<file path="src/rtl/multicycle_ctrl_if.sv">
// Control/datapath bundle for the multicycle controller: instruction bits and
// status flags in, datapath strobes and selects out.
interface multicycle_ctrl_if;
  logic [10:0] op;
  logic        alu_zero;
  logic        mem_ready;
  logic        pc_write;
  logic        ir_write;
  logic        mem_read;
  logic        mem_write;
  logic        iord;
  logic        reg_write;
  logic        mem_to_reg;
  logic        alu_src;
  logic        reg2loc;
  logic        pc_src;
  logic [1:0]  alu_op;
  logic [1:0]  imm_sel;

  modport master (
    input  op, alu_zero, mem_ready,
    output pc_write, ir_write, mem_read, mem_write, iord, reg_write,
           mem_to_reg, alu_src, reg2loc, pc_src, alu_op, imm_sel
  );

  modport slave (
    output op, alu_zero, mem_ready,
    input  pc_write, ir_write, mem_read, mem_write, iord, reg_write,
           mem_to_reg, alu_src, reg2loc, pc_src, alu_op, imm_sel
  );
endinterface

</file>
<file path="src/rtl/multicycle_ctrl.sv">
// Multicycle controller for a small LEGv8 subset (LDUR/STUR/CBZ/MOVZ/R-type):
// FETCH/DECODE/EXEC/MEM/WB sequencing, sticky illegal trap and retire counter.
module multicycle_ctrl #(
  parameter int CW = 32
) (
  input  logic              clk,
  input  logic              reset,
  multicycle_ctrl_if.master bus,
  output logic [2:0]        state,
  output logic              illegal,
  output logic [CW-1:0]     instret
);

  typedef enum logic [2:0] {
    S_FETCH  = 3'd0,
    S_DECODE = 3'd1,
    S_EXEC   = 3'd2,
    S_MEM    = 3'd3,
    S_WB     = 3'd4,
    S_ERR    = 3'd5
  } state_t;

  typedef enum logic [2:0] {
    C_R    = 3'd0,
    C_LDUR = 3'd1,
    C_STUR = 3'd2,
    C_CBZ  = 3'd3,
    C_MOVZ = 3'd4,
    C_ILL  = 3'd5
  } class_t;

  state_t          state_reg, state_next;
  class_t          class_reg, dec_class;
  logic            illegal_reg;
  logic [CW-1:0]   instret_reg;
  logic            retire;

  always_comb begin
    dec_class = C_ILL;
    casez (bus.op)
      11'b11111000010: dec_class = C_LDUR;
      11'b11111000000: dec_class = C_STUR;
      11'b10110100???: dec_class = C_CBZ;
      11'b110100101??: dec_class = C_MOVZ;
      11'b10001011000,
      11'b11001011000,
      11'b10001010000,
      11'b10101010000: dec_class = C_R;
      default:         dec_class = C_ILL;
    endcase
  end

  // Class is latched once at DECODE so later phases ignore a changing op.
  always_ff @(posedge clk or posedge reset) begin
    if (reset) begin
      state_reg   <= S_FETCH;
      class_reg   <= C_R;
      illegal_reg <= 1'b0;
      instret_reg <= '0;
    end else begin
      state_reg <= state_next;
      if (state_reg == S_DECODE) begin
        class_reg <= dec_class;
      end
      if (state_next == S_ERR) begin
        illegal_reg <= 1'b1;
      end
      if (retire) begin
        instret_reg <= instret_reg + CW'(1);
      end
    end
  end

  always_comb begin
    state_next     = state_reg;
    retire         = 1'b0;
    bus.pc_write   = 1'b0;
    bus.ir_write   = 1'b0;
    bus.mem_read   = 1'b0;
    bus.mem_write  = 1'b0;
    bus.iord       = 1'b0;
    bus.reg_write  = 1'b0;
    bus.mem_to_reg = 1'b0;
    bus.alu_src    = 1'b0;
    bus.reg2loc    = 1'b0;
    bus.pc_src     = 1'b0;
    bus.alu_op     = 2'b00;
    bus.imm_sel    = 2'b00;

    case (state_reg)
      S_FETCH: begin
        bus.mem_read = 1'b1;
        if (bus.mem_ready) begin
          bus.ir_write = 1'b1;
          bus.pc_write = 1'b1;
          state_next   = S_DECODE;
        end
      end
      S_DECODE: begin
        state_next = (dec_class == C_ILL) ? S_ERR : S_EXEC;
      end
      S_EXEC: begin
        case (class_reg)
          C_R: begin
            bus.alu_op = 2'b10;
            state_next = S_WB;
          end
          C_LDUR, C_STUR: begin
            bus.alu_src = 1'b1;
            bus.reg2loc = (class_reg == C_STUR);
            state_next  = S_MEM;
          end
          C_CBZ: begin
            bus.alu_op   = 2'b01;
            bus.reg2loc  = 1'b1;
            bus.imm_sel  = 2'b01;
            bus.pc_src   = 1'b1;
            bus.pc_write = bus.alu_zero;
            retire       = 1'b1;
            state_next   = S_FETCH;
          end
          C_MOVZ: begin
            bus.alu_src = 1'b1;
            bus.alu_op  = 2'b11;
            bus.imm_sel = 2'b10;
            state_next  = S_WB;
          end
          default: state_next = S_ERR;
        endcase
      end
      S_MEM: begin
        bus.iord      = 1'b1;
        bus.mem_read  = (class_reg == C_LDUR);
        bus.mem_write = (class_reg != C_LDUR);
        if (bus.mem_ready) begin
          if (class_reg == C_LDUR) begin
            state_next = S_WB;
          end else begin
            retire     = 1'b1;
            state_next = S_FETCH;
          end
        end
      end
      S_WB: begin
        bus.reg_write  = 1'b1;
        bus.mem_to_reg = (class_reg == C_LDUR);
        retire         = 1'b1;
        state_next     = S_FETCH;
      end
      S_ERR: state_next = S_ERR;
      default: state_next = S_ERR;
    endcase

    // Reset must silence the datapath combinationally, aborting any access.
    if (reset) begin
      bus.pc_write  = 1'b0;
      bus.ir_write  = 1'b0;
      bus.mem_read  = 1'b0;
      bus.mem_write = 1'b0;
      bus.iord      = 1'b0;
      bus.reg_write = 1'b0;
      bus.mem_to_reg = 1'b0;
      bus.alu_src   = 1'b0;
      bus.reg2loc   = 1'b0;
      bus.pc_src    = 1'b0;
      bus.alu_op    = 2'b00;
      bus.imm_sel   = 2'b00;
      retire        = 1'b0;
    end
  end

  assign state   = state_reg;
  assign illegal = illegal_reg;
  assign instret = instret_reg;

endmodule

</file>
<file path="src/flat_wrapper.sv">
// flat-port wrapper written by rule: the top's interface ports become plain ports
module multicycle_ctrl_flat 
#(
  parameter int CW = 32
)
  (clk, reset, state, illegal, instret, bus_op, bus_alu_zero, bus_mem_ready, bus_pc_write, bus_ir_write, bus_mem_read, bus_mem_write, bus_iord, bus_reg_write, bus_mem_to_reg, bus_alu_src, bus_reg2loc, bus_pc_src, bus_alu_op, bus_imm_sel);
  multicycle_ctrl_if bus_i ();
  input  logic clk;
  input  logic reset;
  output logic [2:0] state;
  output logic illegal;
  output logic [CW-1:0] instret;
  input wire logic [$bits(bus_i.op)-1:0] bus_op;
  input wire logic [$bits(bus_i.alu_zero)-1:0] bus_alu_zero;
  input wire logic [$bits(bus_i.mem_ready)-1:0] bus_mem_ready;
  output wire logic [$bits(bus_i.pc_write)-1:0] bus_pc_write;
  output wire logic [$bits(bus_i.ir_write)-1:0] bus_ir_write;
  output wire logic [$bits(bus_i.mem_read)-1:0] bus_mem_read;
  output wire logic [$bits(bus_i.mem_write)-1:0] bus_mem_write;
  output wire logic [$bits(bus_i.iord)-1:0] bus_iord;
  output wire logic [$bits(bus_i.reg_write)-1:0] bus_reg_write;
  output wire logic [$bits(bus_i.mem_to_reg)-1:0] bus_mem_to_reg;
  output wire logic [$bits(bus_i.alu_src)-1:0] bus_alu_src;
  output wire logic [$bits(bus_i.reg2loc)-1:0] bus_reg2loc;
  output wire logic [$bits(bus_i.pc_src)-1:0] bus_pc_src;
  output wire logic [$bits(bus_i.alu_op)-1:0] bus_alu_op;
  output wire logic [$bits(bus_i.imm_sel)-1:0] bus_imm_sel;
  assign bus_i.op = bus_op;
  assign bus_i.alu_zero = bus_alu_zero;
  assign bus_i.mem_ready = bus_mem_ready;
  assign bus_pc_write = bus_i.pc_write;
  assign bus_ir_write = bus_i.ir_write;
  assign bus_mem_read = bus_i.mem_read;
  assign bus_mem_write = bus_i.mem_write;
  assign bus_iord = bus_i.iord;
  assign bus_reg_write = bus_i.reg_write;
  assign bus_mem_to_reg = bus_i.mem_to_reg;
  assign bus_alu_src = bus_i.alu_src;
  assign bus_reg2loc = bus_i.reg2loc;
  assign bus_pc_src = bus_i.pc_src;
  assign bus_alu_op = bus_i.alu_op;
  assign bus_imm_sel = bus_i.imm_sel;
  multicycle_ctrl #(.CW(CW)) u_core (.clk(clk), .reset(reset), .bus(bus_i), .state(state), .illegal(illegal), .instret(instret));
endmodule
</file>
<file path="config.mk">
export PLATFORM = sky130hd
export DESIGN_NAME = multicycle_ctrl_flat
export DESIGN_NICKNAME = d
export VERILOG_FILES = /design/src/rtl/multicycle_ctrl_if.sv /design/src/rtl/multicycle_ctrl.sv /design/src/flat_wrapper.sv
export SDC_FILE = /design/constraint.sdc
export NUM_CORES = 1
export LEC_CHECK = 0
export ABC_CLOCK_PERIOD_IN_PS = 1900
export CAP_MARGIN = 20
export CORE_MARGIN = 1.5
export CORE_UTILIZATION = 44
export CTS_BUF_LIST = sky130_fd_sc_hd__clkbuf_4 sky130_fd_sc_hd__clkbuf_8
export DETAILED_ROUTE_END_ITERATION = 7
export PLACE_DENSITY_LB_ADDON = 0.25
export SKIP_LAST_GASP = 1
export SYNTH_ARGS = -nofsm -noshare
export SYNTH_HDL_FRONTEND = slang
export SYNTH_SLANG_ARGS = --single-unit
</file>
<file path="constraint.sdc">
create_clock -name clk -period 1.9 [get_ports clk]
set_input_delay 0.38 -clock clk [delete_from_list [all_inputs] [get_ports clk]]
set_output_delay 0.38 -clock clk [all_outputs]
set_load 0.05 [all_outputs]
</file>
==> reports/metrics.yaml <==
peakVddDrop_mv: 0.618
layout.cells.non_filler: 398
maxSlewViolCount: 0
gr-total-overflow: 0
netlist_area_um2: 2130
dr.pass1.iters: 5
final-seq-area_um2: 980
pre_cts_slack_ns: -0.310
worstMarginPinSlew_ns: 0.515
grt_max_degree: 40
synth_area_leaders: "dfrtp_1 (46%), xor2_1 (7.4%), xnor2_1 (6.2%)"
synth_edf_count: 0
start_kind: "flop"
largest_reg_flops: 32
hp-class: "flop to flop"
cp_cell_sequence: "or3b_4, a2111oi_4, buf_6, buf_12, o2111ai_4, nor2_2, xor2_1"
dieArea_um2: 5270
synth_common_cells: "dfrtp_1 (39), nor2_1 (26), nand2_1 (20), xor2_1 (18), xnor2_1 (15)"
num_rows: 25
async_reset_ff_frac: 1.00
slowest_stage: "dfrtp_2"
period_share: 1.09
drc: 0
post-dp-hpwl_mm: 4.03
nNetsFinal: 359
clk_path_buf_depth: 2
worstSkewPairLatency_ns: 0.30
ios: 65
end_kind: "flop"
yosys.area.top_type: "dfrtp_1"
drv_cap: 0
cp.required_ns: 2.12
area_growth_pct: 78.1
initial_core_util: 0.454
htreeDepth: 2
critPathArrivalTime_ns: 2.28
netlist-cell-type-count: 41
wl_per_cell_um: 16.3
route.antenna.remaining_nets: 0
die-width_um: 72.6
syn_area_per_cell_um2: 9.52
finalClockSkew_ns: 0.0123
violations: "negative setup slack"
clk_transition_reported_paths_ns: 0.08
dp_cells: 370
first_iter_violations: 108
grt_pass1_wl_mm: 9.53
critPathMaxFanout: 5
fmax_ghz: 0.484
track_usage: 0.232
setup_viol: 33
wl_mm: 6.49
power_mw: 2.47
cts_buffers: 5
n_antenna_cell: 0
cts_root_buffer: "clkbuf_8"
antenna_found_initial: 0
yosysMostFrequentCell: "dfrtp_1"
vias_per_cell: 5.44
layout-drive-gt1-share: 0.494
core-area_um2: 4690
cpPeakStageDelay_ns: 0.42
synth_top_area_frac: 0.458
status: "finished with violations"
slew_headroom: 0.654
multiInputGateArea_um2: 1470
seq_area_frac_synth: 0.458
rsz0062_at_grt: "true"
cts_tree: "done"
syn-num-nets: 240
worstSetupPathType: "flop to flop"
fin_tns_setup_ns: -2.55
grt_pass1_vias: 2000
cellPowerDensity_nw_per_um2: 651
fin_crit_ns: 2.07
cts.sinks: 39
die_h_um: 72.6
synth-main-ff-cell: "dfrtp_1"
setup_ws_ns: -0.167
port_buffers: 64
ys_seq_elements: 39
leakage_nw: 1.66
yosys_warnings: 0
place_congestion: 0.797
vias: 2166
fillers: 287
syn_inst: 224
holdWs_ns: 0.468
finalHoldViolations: 0
==> kinds of logic (layout without fill, tap and decap cells) <==
| kind of cell | Yosys count | in the layout | share of synthesized area |
|---|---|---|---|
| and+or+nand+nor | 107 | 107 | 0.262 |
| DFF | 39 | 39 | 0.458 |
| xor gates and xnor gates | 33 | 33 | 0.136 |
| AOI/OAI and AO/OA | 28 | 29 | 0.101 |
| buffers and inverters | 14 | 133 | 0.0282 |
| muxes | 2 | 2 | 0.00998 |
| adders and majority gates | 1 | 1 | 0.00587 |
==> layout make-up <==
class | instances | share of cell area
multi-input combinational | 172 | 0.387
timing repair buffer | 116 | 0.304
sequential | 39 | 0.258
clock buffer | 6 | 0.0201
tap | 54 | 0.0178
inverter | 9 | 0.00989
clock inverter | 2 | 0.00330
==> through the flow <==
| stage | instance area, µm² | utilization |
|---|---|---|
| finish | 3800 | 0.809 |
| global route | 3800 | 0.809 |
| CTS | 3540 | 0.754 |
| detailed placement | 3260 | 0.695 |
| global placement | 3260 | 0.695 |
| floorplan | 2320 | - |
==> path summary, 6_finish.rpt <==
path,slack [ns],cells after the start,to,startpoint
hold / removal,0.47,1,u_core.instret[31],u_core.instret[31]
hold reg to reg,0.47,1,u_core.instret[31],u_core.instret[31]
setup reg to reg,-0.17,7,u_core.instret[27],u_core.state[0]
max in group asynchronous,0.98,4,u_core.state[0],reset
setup / recovery,-0.17,7,u_core.instret[27],u_core.state[0]
min in group asynchronous,0.54,4,u_core.instret[0],reset
==> power breakdown <==
group          leakage (nW)  total [mW]  switching [mW]  internal (mW)
Clock                0.0446       0.564           0.293          0.271
Sequential            0.467       0.998          0.0995          0.898
Combinational          1.15       0.910           0.514          0.396
Total                  1.66        2.47           0.907           1.56
==> repair_timing <==
action,in CTS,in global routing
endpoints found under the setup margin,43,47
setup buffers,10,10
hold endpoints to repair,0,0
pin swaps,11,27
hold buffers,0,0
cloned,0,1
resized for setup,26,35
==> metal layers <==
metal | vias up | part of all wire | global-route usage
met5 | - | 0 | 0
met4 | 0 | 0.014 | 0.0692
met3 | 11 | 0.034 | 0.0373
met2 | 59 | 0.53 | 0.406
met1 | 1064 | 0.42 | 0.297
li1 | 1032 | - | -
==> critical path: cells and delay by family (launching register included) <==
family,cells,cell delay (ns)
compound gates,2,0.47
flops,1,0.42
simple gates,2,0.61
buf+inv,2,0.31
xor+xnor,1,0.19
==> layout by cell type (no fill, tap or decap), drive strengths merged, types with 3 or more instances in the layout <==
cell and n:
nor2b 3, and4 5, nand2b 3, nand3 10
o21ai 5, xnor2 15, nor4 4, inv 8
nand2 20, nor3 13, dfrtp 39, buf 101
nor3b 4, a211oi 4, nand4 4, clkbuf 6
clkdlybuf4s50 14, nor2 26, a21oi 6, and3 7
xor2 18
(Power assumes the default switching activity.)
